`config.mk`:
```
export PLATFORM = sky130hd
export DESIGN_NAME = div
export DESIGN_NICKNAME = d
export VERILOG_FILES = /design/src/rtl/div_pkg.sv /design/src/rtl/div_step.sv /design/src/rtl/div.sv
export SDC_FILE = /design/constraint.sdc
export NUM_CORES = 1
export LEC_CHECK = 0
export BUFFER_PORTS_ARGS = -buffer_cell sky130_fd_sc_hd__buf_4
export CORE_MARGIN = 4
export CORE_UTILIZATION = 55
export DETAILED_ROUTE_END_ITERATION = 8
export PLACE_DENSITY_LB_ADDON = 0.12
export SLEW_MARGIN = 20
export SYNTH_ARGS = -nofsm -noshare
export SYNTH_HDL_FRONTEND = slang
export SYNTH_SLANG_ARGS = --single-unit
```
`constraint.sdc`:
```
create_clock -name clk_i -period 2.88 [get_ports clk_i]
set_input_delay 0.576 -clock clk_i [delete_from_list [all_inputs] [get_ports clk_i]]
set_output_delay 0.576 -clock clk_i [all_outputs]
set_load 0.1 [all_outputs]
```
`src/rtl/div_pkg.sv`:
```
// Shared constants and state encoding for the sequential restoring divider.
package div_pkg;

   typedef enum logic {
      IDLE = 1'b0,
      WORK = 1'b1
   } state_t;

   localparam int DIVIDEND_W = 16;
   localparam int DIVISOR_W  = 8;
   localparam int STEPS      = 16;
   localparam int CTR_W      = 5;

   // Quotient reported when the divisor is zero
   localparam logic [DIVIDEND_W-1:0] DIVZERO_Q = 16'hFFFF;

   // Counter value of the final iteration
   localparam logic [CTR_W-1:0] LAST_STEP = CTR_W'(STEPS - 1);

endpackage

```
`src/rtl/div_step.sv`:
```
// One restoring-division iteration: shift in the next dividend bit, trial-subtract the divisor.
module div_step
   import div_pkg::*;
(
   input  logic [DIVISOR_W-1:0] pr,
   input  logic                 dq_msb,
   input  logic [DIVISOR_W-1:0] d,
   output logic [DIVISOR_W-1:0] pr_next,
   output logic                 qbit
);

   logic [DIVISOR_W:0]   t;
   logic [DIVISOR_W-1:0] diff;

   // Trial subtraction; the difference is always below d, so the low bits hold it exactly
   always_comb begin
      t       = {pr, dq_msb};
      diff    = t[DIVISOR_W-1:0] - d;
      pr_next = t[DIVISOR_W-1:0];
      qbit    = 1'b0;
      if (t >= {1'b0, d}) begin
         pr_next = diff;
         qbit    = 1'b1;
      end
   end

endmodule

```
`src/rtl/div.sv`:
```
// 16-by-8 unsigned restoring divider, one quotient bit per clock, start/busy handshake.
module div
   import div_pkg::*;
(
   input  logic                  clk_i,
   input  logic                  rst_i,
   input  logic [DIVIDEND_W-1:0] a_bi,
   input  logic [DIVISOR_W-1:0]  b_bi,
   input  logic                  start_i,
   output logic                  busy_o,
   output logic                  done_o,
   output logic [DIVIDEND_W-1:0] q_bo,
   output logic [DIVISOR_W-1:0]  r_bo,
   output logic                  err_o
);

   state_t state_q, state_d;

   // Partial remainder is kept at divisor width: it is always strictly below d,
   // and the extra shifted-in bit only exists transiently inside div_step.
   logic [DIVIDEND_W-1:0] dq;
   logic [DIVISOR_W-1:0]  d;
   logic [DIVISOR_W-1:0]  pr;
   logic [CTR_W-1:0]      ctr;

   logic [DIVISOR_W-1:0]  pr_next;
   logic                  qbit;

   logic                  accept;
   logic                  divzero;
   logic                  finish;

   div_step u_step (
      .pr      (pr),
      .dq_msb  (dq[DIVIDEND_W-1]),
      .d       (d),
      .pr_next (pr_next),
      .qbit    (qbit)
   );

   assign busy_o = (state_q == WORK);

   // Next-state logic and handshake decode
   always_comb begin
      state_d = state_q;
      accept  = 1'b0;
      divzero = 1'b0;
      finish  = 1'b0;
      case (state_q)
         IDLE: begin
            if (start_i) begin
               if (b_bi == '0) begin
                  divzero = 1'b1;
               end else begin
                  accept  = 1'b1;
                  state_d = WORK;
               end
            end
         end
         WORK: begin
            if (ctr == LAST_STEP) begin
               finish  = 1'b1;
               state_d = IDLE;
            end
         end
         default: state_d = IDLE;
      endcase
   end

   // State register
   always_ff @(posedge clk_i or posedge rst_i) begin
      if (rst_i) begin
         state_q <= IDLE;
      end else begin
         state_q <= state_d;
      end
   end

   // Iteration datapath: load operands on accept, shift/subtract while working
   always_ff @(posedge clk_i or posedge rst_i) begin
      if (rst_i) begin
         dq  <= '0;
         d   <= '0;
         pr  <= '0;
         ctr <= '0;
      end else if (accept) begin
         dq  <= a_bi;
         d   <= b_bi;
         pr  <= '0;
         ctr <= '0;
      end else if (state_q == WORK) begin
         dq  <= {dq[DIVIDEND_W-2:0], qbit};
         pr  <= pr_next;
         ctr <= ctr + 1'b1;
      end
   end

   // Result registers and one-cycle completion pulse
   always_ff @(posedge clk_i or posedge rst_i) begin
      if (rst_i) begin
         q_bo   <= '0;
         r_bo   <= '0;
         err_o  <= 1'b0;
         done_o <= 1'b0;
      end else begin
         done_o <= 1'b0;
         if (divzero) begin
            q_bo   <= DIVZERO_Q;
            r_bo   <= a_bi[DIVISOR_W-1:0];
            err_o  <= 1'b1;
            done_o <= 1'b1;
         end else if (finish) begin
            q_bo   <= {dq[DIVIDEND_W-2:0], qbit};
            r_bo   <= pr_next;
            err_o  <= 1'b0;
            done_o <= 1'b1;
         end
      end
   end

endmodule

```
==> report_table.html <==
<table>
<tr><th>Metric</th><th>Value</th></tr>
<tr><th colspan="2">Run status</th></tr>
<tr><td>Outcome</td><td>finished, final reports clean</td></tr>
<tr><th colspan="2">Timing</th></tr>
<tr><td>Post-route clock period utilization</td><td>between 80% and 90%</td></tr>
<tr><td>Aggregate negative setup slack</td><td>0 ps</td></tr>
<tr><td>Max Freq</td><td>slightly above 0.4 GHz</td></tr>
<tr><td>Final number of setup-violating endpoints</td><td>0</td></tr>
<tr><td>Number of hold-slack violations in the final timing report</td><td>0</td></tr>
<tr><td>Worst Skew</td><td>6.17 ps</td></tr>
<tr><td>Pins Over Slew Limit</td><td>0</td></tr>
<tr><td>Worst hold-check slack</td><td>449 ps</td></tr>
<tr><td>Slew at the pin with the worst max-slew slack</td><td>798 ps</td></tr>
<tr><td>RSZ-0062 raised after global routing</td><td>false</td></tr>
<tr><td>Clock period minus worst slack</td><td>between 2000 and 2500 ps</td></tr>
<tr><td>Worst slew slack as a fraction of its limit</td><td>around 47%</td></tr>
<tr><th colspan="2">Clock network</th></tr>
<tr><td>Post-cts hold buffer count</td><td>0</td></tr>
<tr><td>Worst-skew pair later-pin latency</td><td>between 300 and 400 ps</td></tr>
<tr><td>Num Clock Sinks</td><td>64</td></tr>
<tr><td>CTS clock-pin slew for the worst setup and hold paths</td><td>70 ps</td></tr>
<tr><td>Root cell of the clock tree</td><td>sky130_fd_sc_hd__clkbuf_8</td></tr>
<tr><td>Worst-case clock buffer depth</td><td>2</td></tr>
<tr><td>Maximum level of the CTS H-tree</td><td>3</td></tr>
<tr><td>Number of gates resized after CTS</td><td>0</td></tr>
<tr><td>Number of buffers created by CTS</td><td>9</td></tr>
<tr><td>Clock tree from TritonCTS</td><td>built</td></tr>
<tr><td>Number of setup buffers added after CTS</td><td>0</td></tr>
<tr><th colspan="2">Detailed routing</th></tr>
<tr><td>Antenna violation net count after detailed routing</td><td>0</td></tr>
<tr><td>DR DRC count</td><td>0</td></tr>
<tr><td>Drt via density</td><td>a little under 6</td></tr>
<tr><td>Number of detailed-route iterations in the first pass</td><td>6</td></tr>
<tr><td>Per-cell routed wire length</td><td>17.1 um</td></tr>
<tr><td>Vias</td><td>2,442</td></tr>
<tr><td>Total wire length after detailed routing</td><td>between 7 and 8 mm</td></tr>
<tr><td>DRT iter0 DRCs</td><td>between 200 and 250</td></tr>
<tr><th colspan="2">Critical path</th></tr>
<tr><td>Worst setup SP type</td><td>flip-flop</td></tr>
<tr><td>Reg-to-Reg Start</td><td>pr[3]</td></tr>
<tr><td>Worst setup path class</td><td>reg -&gt; reg</td></tr>
<tr><td>Critical path buffers and inverters</td><td>0</td></tr>
<tr><td>Reg2Reg Depth</td><td>6</td></tr>
<tr><td>Cell with the largest stage delay on the worst path</td><td>sky130_fd_sc_hd__a221oi_4</td></tr>
<tr><td>Longest individual stage delay on the worst path</td><td>600 ps</td></tr>
<tr><td>Worst EP required</td><td>between 3000 and 4000 ps</td></tr>
<tr><td>Crit path launch</td><td>pr[3]</td></tr>
<tr><td>Kind of cell with the highest combined delay on the critical path</td><td>compound AO/OA/AOI/OAI gates</td></tr>
<tr><td>Kind of end point of the critical path</td><td>flip-flop</td></tr>
<tr><td>Worst path cell trace</td><td>ha_1 &gt; a21oi_1 &gt; o31ai_2 &gt; a221oi_4 &gt; mux2_4 &gt; a221o_1</td></tr>
<tr><td>Critical-path maximum fanout</td><td>10</td></tr>
<tr><td>Reg-to-reg setup timing slack</td><td>400 ps</td></tr>
<tr><td>Data arrival, critical path</td><td>about 2700 ps</td></tr>
<tr><td>Stages on the worst setup path</td><td>6</td></tr>
<tr><th colspan="2">Cells and area</th></tr>
<tr><td>Most common library cell in the layout ignoring fill and taps</td><td>sky130_fd_sc_hd__dfrtp_1</td></tr>
<tr><td>Growth of design area from synthesis to finish</td><td>22.6%</td></tr>
<tr><td>Most frequent cells in the layout</td><td>64 x sky130_fd_sc_hd__dfrtp_1, 61 x sky130_fd_sc_hd__buf_4, 30 x sky130_fd_sc_hd__inv_1</td></tr>
<tr><td>Core utilization of the finished layout</td><td>71.6%</td></tr>
<tr><td>Number of nets in the finished design</td><td>between 300 and 400</td></tr>
<tr><td>Number of antenna diodes</td><td>0</td></tr>
<tr><td>Fraction of layout instances using a drive strength above 1</td><td>about 27%</td></tr>
<tr><th colspan="2">Synthesis</th></tr>
<tr><td>Synthesized area divided by synthesized cell count</td><td>10.8 um^2</td></tr>
<tr><td>Total number of yosys warnings</td><td>0</td></tr>
<tr><td>Synth async-reset ratio</td><td>between 90% and 100%</td></tr>
<tr><td>Gate count of the mapped netlist</td><td>~280</td></tr>
<tr><td>Netlist Area Pre-Place</td><td>roughly 3000 um^2</td></tr>
<tr><td>Synth cell types</td><td>45</td></tr>
<tr><td>Sequential element share of the synthesized area</td><td>52.4%</td></tr>
<tr><td>Number of register bits inferred by synthesis</td><td>between 60 and 70</td></tr>
<tr><td>Most common flop cell mapped by yosys</td><td>sky130_fd_sc_hd__dfrtp_1</td></tr>
<tr><td>Number of synthesized flops with an enable pin</td><td>0</td></tr>
<tr><td>Net Count, Synth</td><td>320</td></tr>
<tr><th colspan="2">Floorplan</th></tr>
<tr><td>IO Pins</td><td>54</td></tr>
<tr><td>Core area</td><td>5240 um^2</td></tr>
<tr><td>Die Y-Extent</td><td>82.6 um</td></tr>
<tr><td>Initial Util</td><td>58.4%</td></tr>
<tr><td>Core Rows</td><td>26</td></tr>
<tr><td>Die area</td><td>slightly below 7000 um^2</td></tr>
<tr><td>Width of the die</td><td>82.6 um</td></tr>
<tr><th colspan="2">Global route</th></tr>
<tr><td>GRT overflow</td><td>0</td></tr>
<tr><td>First-pass GRT wire length</td><td>11.8 mm</td></tr>
<tr><td>Antenna violations before repair</td><td>0</td></tr>
<tr><td>Overall global routing resource usage</td><td>23.0%</td></tr>
<tr><td>Vias in the first global route</td><td>2,401</td></tr>
<tr><td>Maximum number of pins on one net before global-route repair</td><td>65</td></tr>
<tr><th colspan="2">Job</th></tr>
<tr><td>MaxCap Viol Count</td><td>0</td></tr>
<tr><th colspan="2">Placed design</th></tr>
<tr><td>Number of port buffers</td><td>53</td></tr>
<tr><td>GP Congestion</td><td>0.892</td></tr>
<tr><td>Hpwl dp</td><td>4.85 mm</td></tr>
<tr><th colspan="2">Worst hold path</th></tr>
<tr><td>Min-delay worst type</td><td>in -&gt; reg</td></tr>
<tr><td>Startpoint of the lowest-slack hold path</td><td>a_bi[14]</td></tr>
<tr><td>Worst Hold Path Cells</td><td>3</td></tr>
</table>
[sequential cells by signal, summed over array words and instances, names as in the netlist]
name	cells
r_bo	8
pr	8
err_o	1
q_bo	16
busy_o	1
dq	16
done_o	1
d	8
ctr	5
[layout make-up]
type / count / area, um^2
timing repair buffer: 61 / 458
tap: 70 / 87.6
fill: 395 / 1490
inverter: 31 / 116
sequential: 64 / 1600
clock buffer: 11 / 151
clock inverter: 5 / 55.1
multi-input combinational: 173 / 1280
[metrics by stage]
step           area [um^2]  setup WS (ps)  cells
4_1_cts               3750            421    415
3_5_place_dp          3540            451    399
2_1_floorplan         3060            706    282
6_report              3750            397    415
5_1_grt               3750            262    415
3_3_place_gp          3540            506    399
[cell families (layout without fill, tap and decap cells)]
| group | Yosys count | after routing | share of synthesized area, % |
|---|---|---|---|
| buffers and inverters | 45 | 108 | 5.89 |
| and+or+nand+nor | 65 | 65 | 10.9 |
| DFF | 64 | 64 | 52.4 |
| xor gates and xnor gates | 5 | 5 | 1.43 |
| muxes | 8 | 8 | 2.91 |
| adders and majority gates | 11 | 11 | 4.75 |
| AOI/OAI and AO/OA | 84 | 84 | 21.7 |
[metal layers]
metal  up-vias  GRT usage [%]  share of wire, %
li1       1156              -                 -
met1      1173           32.3                43
met2        97           35.7                48
met3        16           3.90               7.0
met4         0           9.15               2.1
met5         -              0                 0
[final timing paths]
check | endpoint
worst max-delay path | r_bo[4]
worst min-delay path | dq[14]
worst max register to register | r_bo[4]
worst min register to register | err_o
max in group asynchronous | d[4]
min in group asynchronous | q_bo[3]
[Yosys cell counts (2+ instances only)]
master	count	area, um^2
sky130_fd_sc_hd__nor2_1	6	22.5
sky130_fd_sc_hd__buf_2	3	15.0
sky130_fd_sc_hd__nand2_1	25	93.8
sky130_fd_sc_hd__nor4_1	3	18.8
sky130_fd_sc_hd__mux2_2	3	33.8
sky130_fd_sc_hd__nand2b_1	2	12.5
sky130_fd_sc_hd__a211o_1	2	17.5
sky130_fd_sc_hd__nor2b_1	2	12.5
sky130_fd_sc_hd__xor2_1	4	35.0
sky130_fd_sc_hd__mux2i_1	4	40.0
sky130_fd_sc_hd__nand3b_1	2	15.0
sky130_fd_sc_hd__and3_1	11	68.8
sky130_fd_sc_hd__a21oi_1	12	60.1
sky130_fd_sc_hd__a31oi_1	2	12.5
sky130_fd_sc_hd__a22o_1	2	17.5
sky130_fd_sc_hd__o21ai_0	23	115
sky130_fd_sc_hd__nor3_1	4	20.0
sky130_fd_sc_hd__dfrtp_1	64	1600
sky130_fd_sc_hd__and3_2	2	15.0
sky130_fd_sc_hd__ha_1	10	125
sky130_fd_sc_hd__clkbuf_1	9	33.8
sky130_fd_sc_hd__nand3_1	3	15.0
sky130_fd_sc_hd__o22a_1	15	131
sky130_fd_sc_hd__inv_1	31	116
sky130_fd_sc_hd__a31oi_4	2	42.5
sky130_fd_sc_hd__a222oi_1	15	150
sky130_fd_sc_hd__a221o_1	3	30.0
[worst reg2reg max path, stage by stage, from the launching register on]
cell	delay [ps]
sky130_fd_sc_hd__dfrtp_1	400
sky130_fd_sc_hd__ha_1	370
sky130_fd_sc_hd__a21oi_1	240
sky130_fd_sc_hd__o31ai_2	120
sky130_fd_sc_hd__a221oi_4	600
sky130_fd_sc_hd__mux2_4	360
sky130_fd_sc_hd__a221o_1	290
Power is not shown: default switching activity piles up to over one toggle a cycle in this logic, so the estimate is an artifact.
